## src/rtl/pattern_match_periph.sv

```systemverilog
// rtl/pattern_match_periph.sv - memory-mapped pattern matcher with serial compare FSM
module pattern_match_periph #(
  parameter int PAT_MAX = 8,
  parameter int CNT_W   = 16
) (
  input  logic        clk,
  input  logic        reset,
  input  logic [31:0] daddr,
  input  logic [31:0] dwdata,
  input  logic [3:0]  dwe,
  output logic [31:0] drdata
);

  typedef enum logic {IDLE = 1'b0, CMP = 1'b1} state_t;

  localparam logic [3:0] PMAX = 4'(PAT_MAX);

  state_t state, state_nx;

  logic [7:0]       pat  [16];
  logic [7:0]       hist [16];
  logic [3:0]       pat_len, fill, k;
  logic [CNT_W-1:0] match_count;
  logic             match_flag, err;

  logic       cmd_ok, op_load, op_stream, op_clear;
  logic [3:0] fill_inc, pidx;
  logic       byte_eq, last;
  logic       busy, do_load, do_stream, start, step, hit, set_err;
  logic [31:0] status;
  logic       unused_bits;

  assign cmd_ok    = (dwe == 4'b1111);
  assign op_load   = cmd_ok && (dwdata[31:30] == 2'b01);
  assign op_stream = cmd_ok && (dwdata[31:30] == 2'b10);
  assign op_clear  = cmd_ok && (dwdata[31:30] == 2'b11);

  assign fill_inc = (fill == PMAX) ? fill : fill + 4'd1;
  // Newest history byte is compared against the last pattern byte first.
  assign pidx    = pat_len - 4'd1 - k;
  assign byte_eq = (hist[k] == pat[pidx]);
  assign last    = (k == pat_len - 4'd1);

  assign unused_bits = ^{daddr[31:3], daddr[1:0], dwdata[29:8]};

  always_ff @(posedge clk or posedge reset) begin
    if (reset) state <= IDLE;
    else       state <= state_nx;
  end

  always_comb begin
    state_nx = state;
    if (op_clear) begin
      state_nx = IDLE;
    end else begin
      case (state)
        IDLE:    if (start) state_nx = CMP;
        CMP:     if (!byte_eq || last) state_nx = IDLE;
        default: state_nx = IDLE;
      endcase
    end
  end

  always_comb begin
    busy      = (state == CMP);
    do_load   = 1'b0;
    do_stream = 1'b0;
    start     = 1'b0;
    step      = 1'b0;
    hit       = 1'b0;
    set_err   = 1'b0;
    if (!op_clear) begin
      case (state)
        IDLE: begin
          if (op_load) begin
            if (pat_len < PMAX) do_load = 1'b1;
            else                set_err = 1'b1;
          end
          if (op_stream) begin
            do_stream = 1'b1;
            start     = (pat_len != 4'd0) && (fill_inc >= pat_len);
          end
        end
        CMP: begin
          set_err = op_load || op_stream;
          step    = byte_eq && !last;
          hit     = byte_eq && last;
        end
        default: ;
      endcase
    end
  end

  // Byte storage is don't-care after reset/CLEAR, so it carries no reset.
  always_ff @(posedge clk) begin
    if (do_load) pat[pat_len] <= dwdata[7:0];
    if (do_stream) begin
      hist[0] <= dwdata[7:0];
      for (int i = 1; i < 16; i++) hist[i] <= hist[i-1];
    end
  end

  always_ff @(posedge clk or posedge reset) begin
    if (reset) begin
      pat_len     <= 4'd0;
      fill        <= 4'd0;
      k           <= 4'd0;
      match_count <= '0;
      match_flag  <= 1'b0;
      err         <= 1'b0;
    end else if (op_clear) begin
      pat_len     <= 4'd0;
      fill        <= 4'd0;
      k           <= 4'd0;
      match_count <= '0;
      match_flag  <= 1'b0;
      err         <= 1'b0;
    end else begin
      if (do_load) pat_len <= pat_len + 4'd1;
      if (do_stream) begin
        fill       <= fill_inc;
        match_flag <= 1'b0;
        k          <= 4'd0;
      end
      if (step) k <= k + 4'd1;
      if (hit) begin
        if (match_count != {CNT_W{1'b1}}) match_count <= match_count + CNT_W'(1);
        match_flag <= 1'b1;
      end
      if (set_err) err <= 1'b1;
    end
  end

  always_comb begin
    status            = 32'h0;
    status[31]        = busy;
    status[30]        = err;
    status[29]        = match_flag;
    status[23:20]     = pat_len;
    status[CNT_W-1:0] = match_count;
    drdata            = daddr[2] ? status : 32'h0;
  end

endmodule
```

## config.mk

```make
export PLATFORM = sky130hd
export DESIGN_NAME = pattern_match_periph
export DESIGN_NICKNAME = d
export VERILOG_FILES = /design/src/rtl/pattern_match_periph.sv
export SDC_FILE = /design/constraint.sdc
export NUM_CORES = 1
export LEC_CHECK = 0
export BUFFER_PORTS_ARGS = -buffer_cell sky130_fd_sc_hd__buf_2
export CAP_MARGIN = 10
export CORE_UTILIZATION = 48
export CTS_BUF_LIST = sky130_fd_sc_hd__clkbuf_8
export DETAILED_ROUTE_END_ITERATION = 16
export GPL_TIMING_DRIVEN = 0
export PLACE_DENSITY = 0.68
export SLEW_MARGIN = 20
export SYNTH_ARGS = -nofsm -noshare
export SYNTH_HDL_FRONTEND = slang
export SYNTH_SLANG_ARGS = --single-unit
```

## constraint.sdc

```tcl
create_clock -name clk -period 9.8 [get_ports clk]
set_input_delay 1.96 -clock clk [delete_from_list [all_inputs] [get_ports clk]]
set_output_delay 1.96 -clock clk [all_outputs]
set_load 0.005 [all_outputs]
```

After elaboration in Yosys (flattened, before gate mapping):

Memory sizes are Yosys's and may differ from the RTL's.
Cells that the tools add are included.

* $lt $le $gt $ge: 2
* eq/ne operators: 8
* $add $sub $neg: 6
* reduce and logical (&&, ||, !) cells: 19
* bitwise logic cells: 1
* multiplexer cells: 43

Operator list (count)
* 16-bit 2-to-1 mux: 3
* 32-bit 2-to-1 mux: 1
* 4-bit 2-to-1 mux: 8
* 1-bit 2-to-1 mux: 29
* 16-bit by 1-bit adder with 16-bit output, second input constant: 1
* 16-bit != test, second input constant: 1
* 4-bit by 1-bit adder with 4-bit output, second input constant: 3
* 2-bit nonzero test: 5
* 4-bit equality test, second input constant: 2
* 8-bit equality test: 1
* 1-bit logical AND: 6
* 3-bit nonzero test: 2
* 2-bit equality test, second input constant: 2
* 4-bit equality test: 1
* 4-bit greater-or-equal comparator: 1
* 4-bit < comparator, second input constant: 1
* 1-bit case mux with 2 select lines: 2
* 4-bit nonzero test: 1
* 4-bit by 1-bit subtractor with 4-bit output, second input constant: 1
* 4-bit subtractor: 1
* 2-bit by 1-bit equality test with 1-bit output, second input constant: 1
* 1-bit zero test: 2
* 1-bit logical OR: 2
* 2-bit AND reduction: 1
* 1-bit inverter: 1

* output and inout bits: 32
* register bits after elaboration: 31
* logic and storage cells: 88
* memory bits (writable): 256
* memories: 2

Memory list
* hist: depth 16, bits a word 8, rd ports 16, clocked after memory_dff 0, wr ports 16, line 21 `logic [7:0] hist [16];`
* pat: depth 16, bits a word 8, rd ports 1, clocked after memory_dff 0, wr ports 1, line 20 `logic [7:0] pat [16];`

Logic depth before layout (Yosys ltp):

* depth in word-level cells: 10
* gate-level depth with buffers: 16
* mapped depth without buffers: 14

Least setup slack after synthesis:

Ideal clock, no wire load.

* kind: in2reg
* start: input dwe[2]
* end: memory hist[0][0] (enable)
* stages on the path: 3
* library setup time: 0.485 ns
* path slack: 4.293 ns
* data arrival time: 5.022 ns
* cell sequence: and4_1 > nand3_1 > inv_1

RTL lines
* start, declared: line 10 `input logic [3:0] dwe,`
* end, declared: line 21

Final worst setup path:

* start: register pat_len[0]
* end: register match_count[10]

* word-level cells in the longest chain between the ends: 9

Ends and longest elaborated chain
* start, declared: line 22 `logic [3:0] pat_len, fill, k;`
* start signal, assigned: line 119 `if (do_load) pat_len <= pat_len + 4'd1;`
* 4-bit by 1-bit subtractor with 4-bit output (*): line 40, 42
* 4-bit subtractor: line 40 `assign pidx = pat_len - 4'd1 - k;`
* memory read 16 x 8 bit
* 8-bit equality test: line 41 `assign byte_eq = (hist[k] == pat[pidx]);`
* 1-bit logical AND (*): line 87 `hit = byte_eq && last;`
* 1-bit 2-to-1 mux (*): line 73 `case (state)`
* 1-bit 2-to-1 mux (*): line 72 `if (!op_clear) begin`
* 2-bit nonzero test (no source line) (*)
* 2-bit AND reduction (no source line) (*)
* end signal, assigned: line 127 `if (match_count != {CNT_W{1'b1}}) match_count <= match_count + CNT_W'(1);`
* end, declared: line 23 `logic [CNT_W-1:0] match_count;`

Every way passes the cells marked *; elsewhere a longest branch is shown, timed or not.
A chain may end at the register's enable or synchronous reset.

==> metrics list <==
- Die width: approximately 160 um
* Ordered list of cells on the worst path: inv_1, ha_1, fa_1, clkbuf_1, mux4_2, a221oi_1, nor3_1, nor4_2, and4_4, nand3_4, buf_6, buf_2, o31ai_1, a21oi_1
- The routed design could run at a clock period as short as between 4 and 5 ns.
* Commonest cells after routing, fill and taps aside: edfxtp_1, conb_1, mux4_2, clkbuf_8, buf_2
- Detailed-router iteration count before antenna repair: 5
- Highest routing layer actually used: met4
- The longest clock path from root to sink contains 3 buffers.
- CTS tree: built
- Detail-routed net length per standard cell: just under 20 um
* Slew margin rel.: 0.383
- STA classifies the critical path endpoint as a flip-flop.
- Clock-pin slew was measured on the worst setup and hold paths at around 0.060 ns.
- Initial DRC count: 631
- RD Place Congestion: 0.828
* Transition at the pin with the smallest max-transition slack: around 0.92 ns
- Count of state elements after synthesis: 287
* Via count of the routed design: ~6.5k
- CTS Root Buffer Type: clkbuf_8
- roughly 100 I/O pins were placed.
- The design draws between 2 and 3 mW.
- Clock insertion delay at the later pin of the skew report: 0.55 ns
- Post-synth ARST share: 0.108
* Flip-flop cell with the highest count after synthesis: edfxtp_1
- VDD IR max: 0.117 mV
- Startpoint type of the worst setup path: flip-flop
- Summed over all nets, wire length on met3 after detailed routing comes to 1.29 mm.
* Yosys Warn Count: 0
* Starting Density: 0.493
- The number of hold violations in the final report came to 0.
* RSZ-0062 raised after global routing: false
- Maximum number of pins on one net before global-route repair: 87
* # hold bufs at CTS: 0
- The analysis attributes to cell leakage a power of 4.91 nW.
- Relative to the synthesized area, the layout overhead comes to 14.4%.
* Data required time of the critical path: 10.20 ns
* Post-route DRC: 0
* Number of CTS-inserted buffers: 46
* Maximum net fanout on the critical path: 10
* Met2 layer wire length in the routed design: 11.2 mm
* Antenna viol nets, final: 0
- The H-tree was split into 2 levels.
- The number of antenna diodes in the final layout is 0.
- Total routed wire length on the met1 layer: around 10 mm
- Final net count: between 900 and 1k
- For this design, the sink count on the clock tree is 287.
- Distinct cell type count of the synthesized netlist: 51
* Synth Instances: ~670
- Setup repair bufs after CTS: 0
- The library cell used most frequently in the layout, excluding fill and tap cells, is edfxtp_1.
- For the final routed database, the setup TNS stands at 0 ns.
- The min-delay analysis places its worst path in the category flip-flop to flip-flop.
- On the final layout, the worst clock skew is between 0.015 and 0.02 ns.
* Type of the worst setup path: flip-flop to flip-flop
- Vias/cell: 5.52
* Overflow left after global routing: 0
- Data on the critical path arrives at its endpoint at between 5 and 6 ns.
* Die area: 25,800 um^2
- Number of antenna violations at the first check in global routing: 0
* Post-synthesis cell area: 12,100 um^2
- Final Cycle Share: 0.499
* Power density over the cells: 210 nW/um^2
- For this design, the slowest cell found on the critical path is clkbuf_1.
- Post-cts gate resize count: 0
* Buffers on Ports: 39
- Of the synthesized area, sequential elements account for 0.701.
- Delay of the slowest cell on the worst path: between 0.6 and 0.7 ns
- Site row count: between 50 and 60
* Vias in the first global route: approximately 6.7k
- Once detailed placement completed, the half-perimeter wirelength came to ~15 mm.
* Ratio of cells with drive above 1 in the final layout: 0.228
- Y dimension of the die: between 150 and 200 um
- Overall routing resource usage: 0.183
- Measured on the finished design, the core utilization comes to 0.564.
- Max-slew violation count: 0
* Max Cap Viol: 0
- Maximum operating frequency: 0.204 GHz
* Wire length of the first global-routing pass: roughly 37 mm
- EDFF count, synth: between 200 and 300
* Area of the core: between 20,000 and 25,000 um^2
* Status: completed
- After detailed routing, the total wire length is roughly 23 mm.
* Final setup violation count: 0
- A synthesized cell averages between 15 and 20 um^2.
[area by class of cell]
type                       count  area (um^2)
clock buffer                  47          647
clock inverter                36          179
fill                        1904        10700
sequential                   287         8460
timing repair buffer          40          223
inverter                      19         76.3
tap                          324          405
buffer                        36          228
multi-input combinational    396         3590
[cells by family (layout without fill, tap and decap cells)]
logic type / after synthesis / in the layout / share of synthesized area
flip-flops: 287 / 287 / 0.701
AND/OR/NAND/NOR: 148 / 148 / 0.0700
multiplexers: 75 / 75 / 0.138
AO/OA/AOI/OAI: 69 / 69 / 0.0365
buffers and inverters: 55 / 178 / 0.0248
adder cells (fa/ha/maj): 17 / 17 / 0.0182
XOR/XNOR: 14 / 14 / 0.0108
other: 1 / 73 / 0.000311
[through the flow]
stage	std cells	setup slack, ns	area, um^2	hold slack, ns
finish	1185	4.91	13800	0.436
floorplan	738	4.29	12300	0.417
global route	1185	4.48	13800	0.443
global placement	1101	3.37	12900	0.426
CTS	1185	4.89	13800	0.439
detailed placement	1102	4.91	13000	0.428
[state kept, by name, summed over array words and instances (netlist names)]
| signal | flops |
|---|---|
| fill | 4 |
| err | 1 |
| k | 4 |
| pat | 128 |
| busy | 1 |
| match_flag | 1 |
| pat_len | 4 |
| hist | 128 |
| match_count | 16 |
[cells in the mapped netlist (9+ instances only)]
library cell,instances,area [um^2]
mux4_2,67,1510
o31ai_1,11,82.6
buf_4,10,75.1
a21oi_1,22,110
inv_1,18,67.6
dfrtp_1,31,776
nor2_1,13,48.8
or4_1,11,82.6
nand3_1,15,75.1
ha_1,16,200
nand2_1,32,120
and2_1,32,200
and3_1,17,106
edfxtp_1,256,7690
clkbuf_1,9,33.8
o21ai_0,14,70.1
[worst max-delay path: cells and delay by family, from the launching register on]
kind | cells | cell delay [ns]
compound gates | 3 | 0.69
fa+ha+maj | 2 | 0.98
buf+inv | 4 | 1.15
flops | 1 | 0.60
mux | 1 | 0.42
simple gates | 4 | 0.89
[where the power goes]
| group | switching (mW) | total (mW) | internal (mW) |
|---|---|---|---|
| sequential | 0.0347 | 1.41 | 1.37 |
| combinational | 0.297 | 0.559 | 0.262 |
| clock | 0.453 | 0.927 | 0.474 |
| total | 0.785 | 2.90 | 2.11 |
[layer usage]
layer,track usage,up-vias
met2,0.299,214
met3,0.0333,41
met4,0.0511,0
met1,0.255,3350
met5,0,-
li1,-,2932
[final timing paths]
| check | startpoint | endpoint | slack (ns) | depth (start not counted) |
|---|---|---|---|---|
| min in group asynchronous | reset | fill[3] | 1.53 | 2 |
| worst max-delay path | pat_len[0] | match_count[10] | 4.91 | 14 |
| worst max register to register | pat_len[0] | match_count[10] | 4.91 | 14 |
| worst min-delay path | hist[12][1] | hist[13][1] | 0.44 | 0 |
| max in group asynchronous | reset | match_count[13] | 7.82 | 2 |
| worst min register to register | hist[12][1] | hist[13][1] | 0.44 | 0 |
Power figures use the tool's default switching activity.
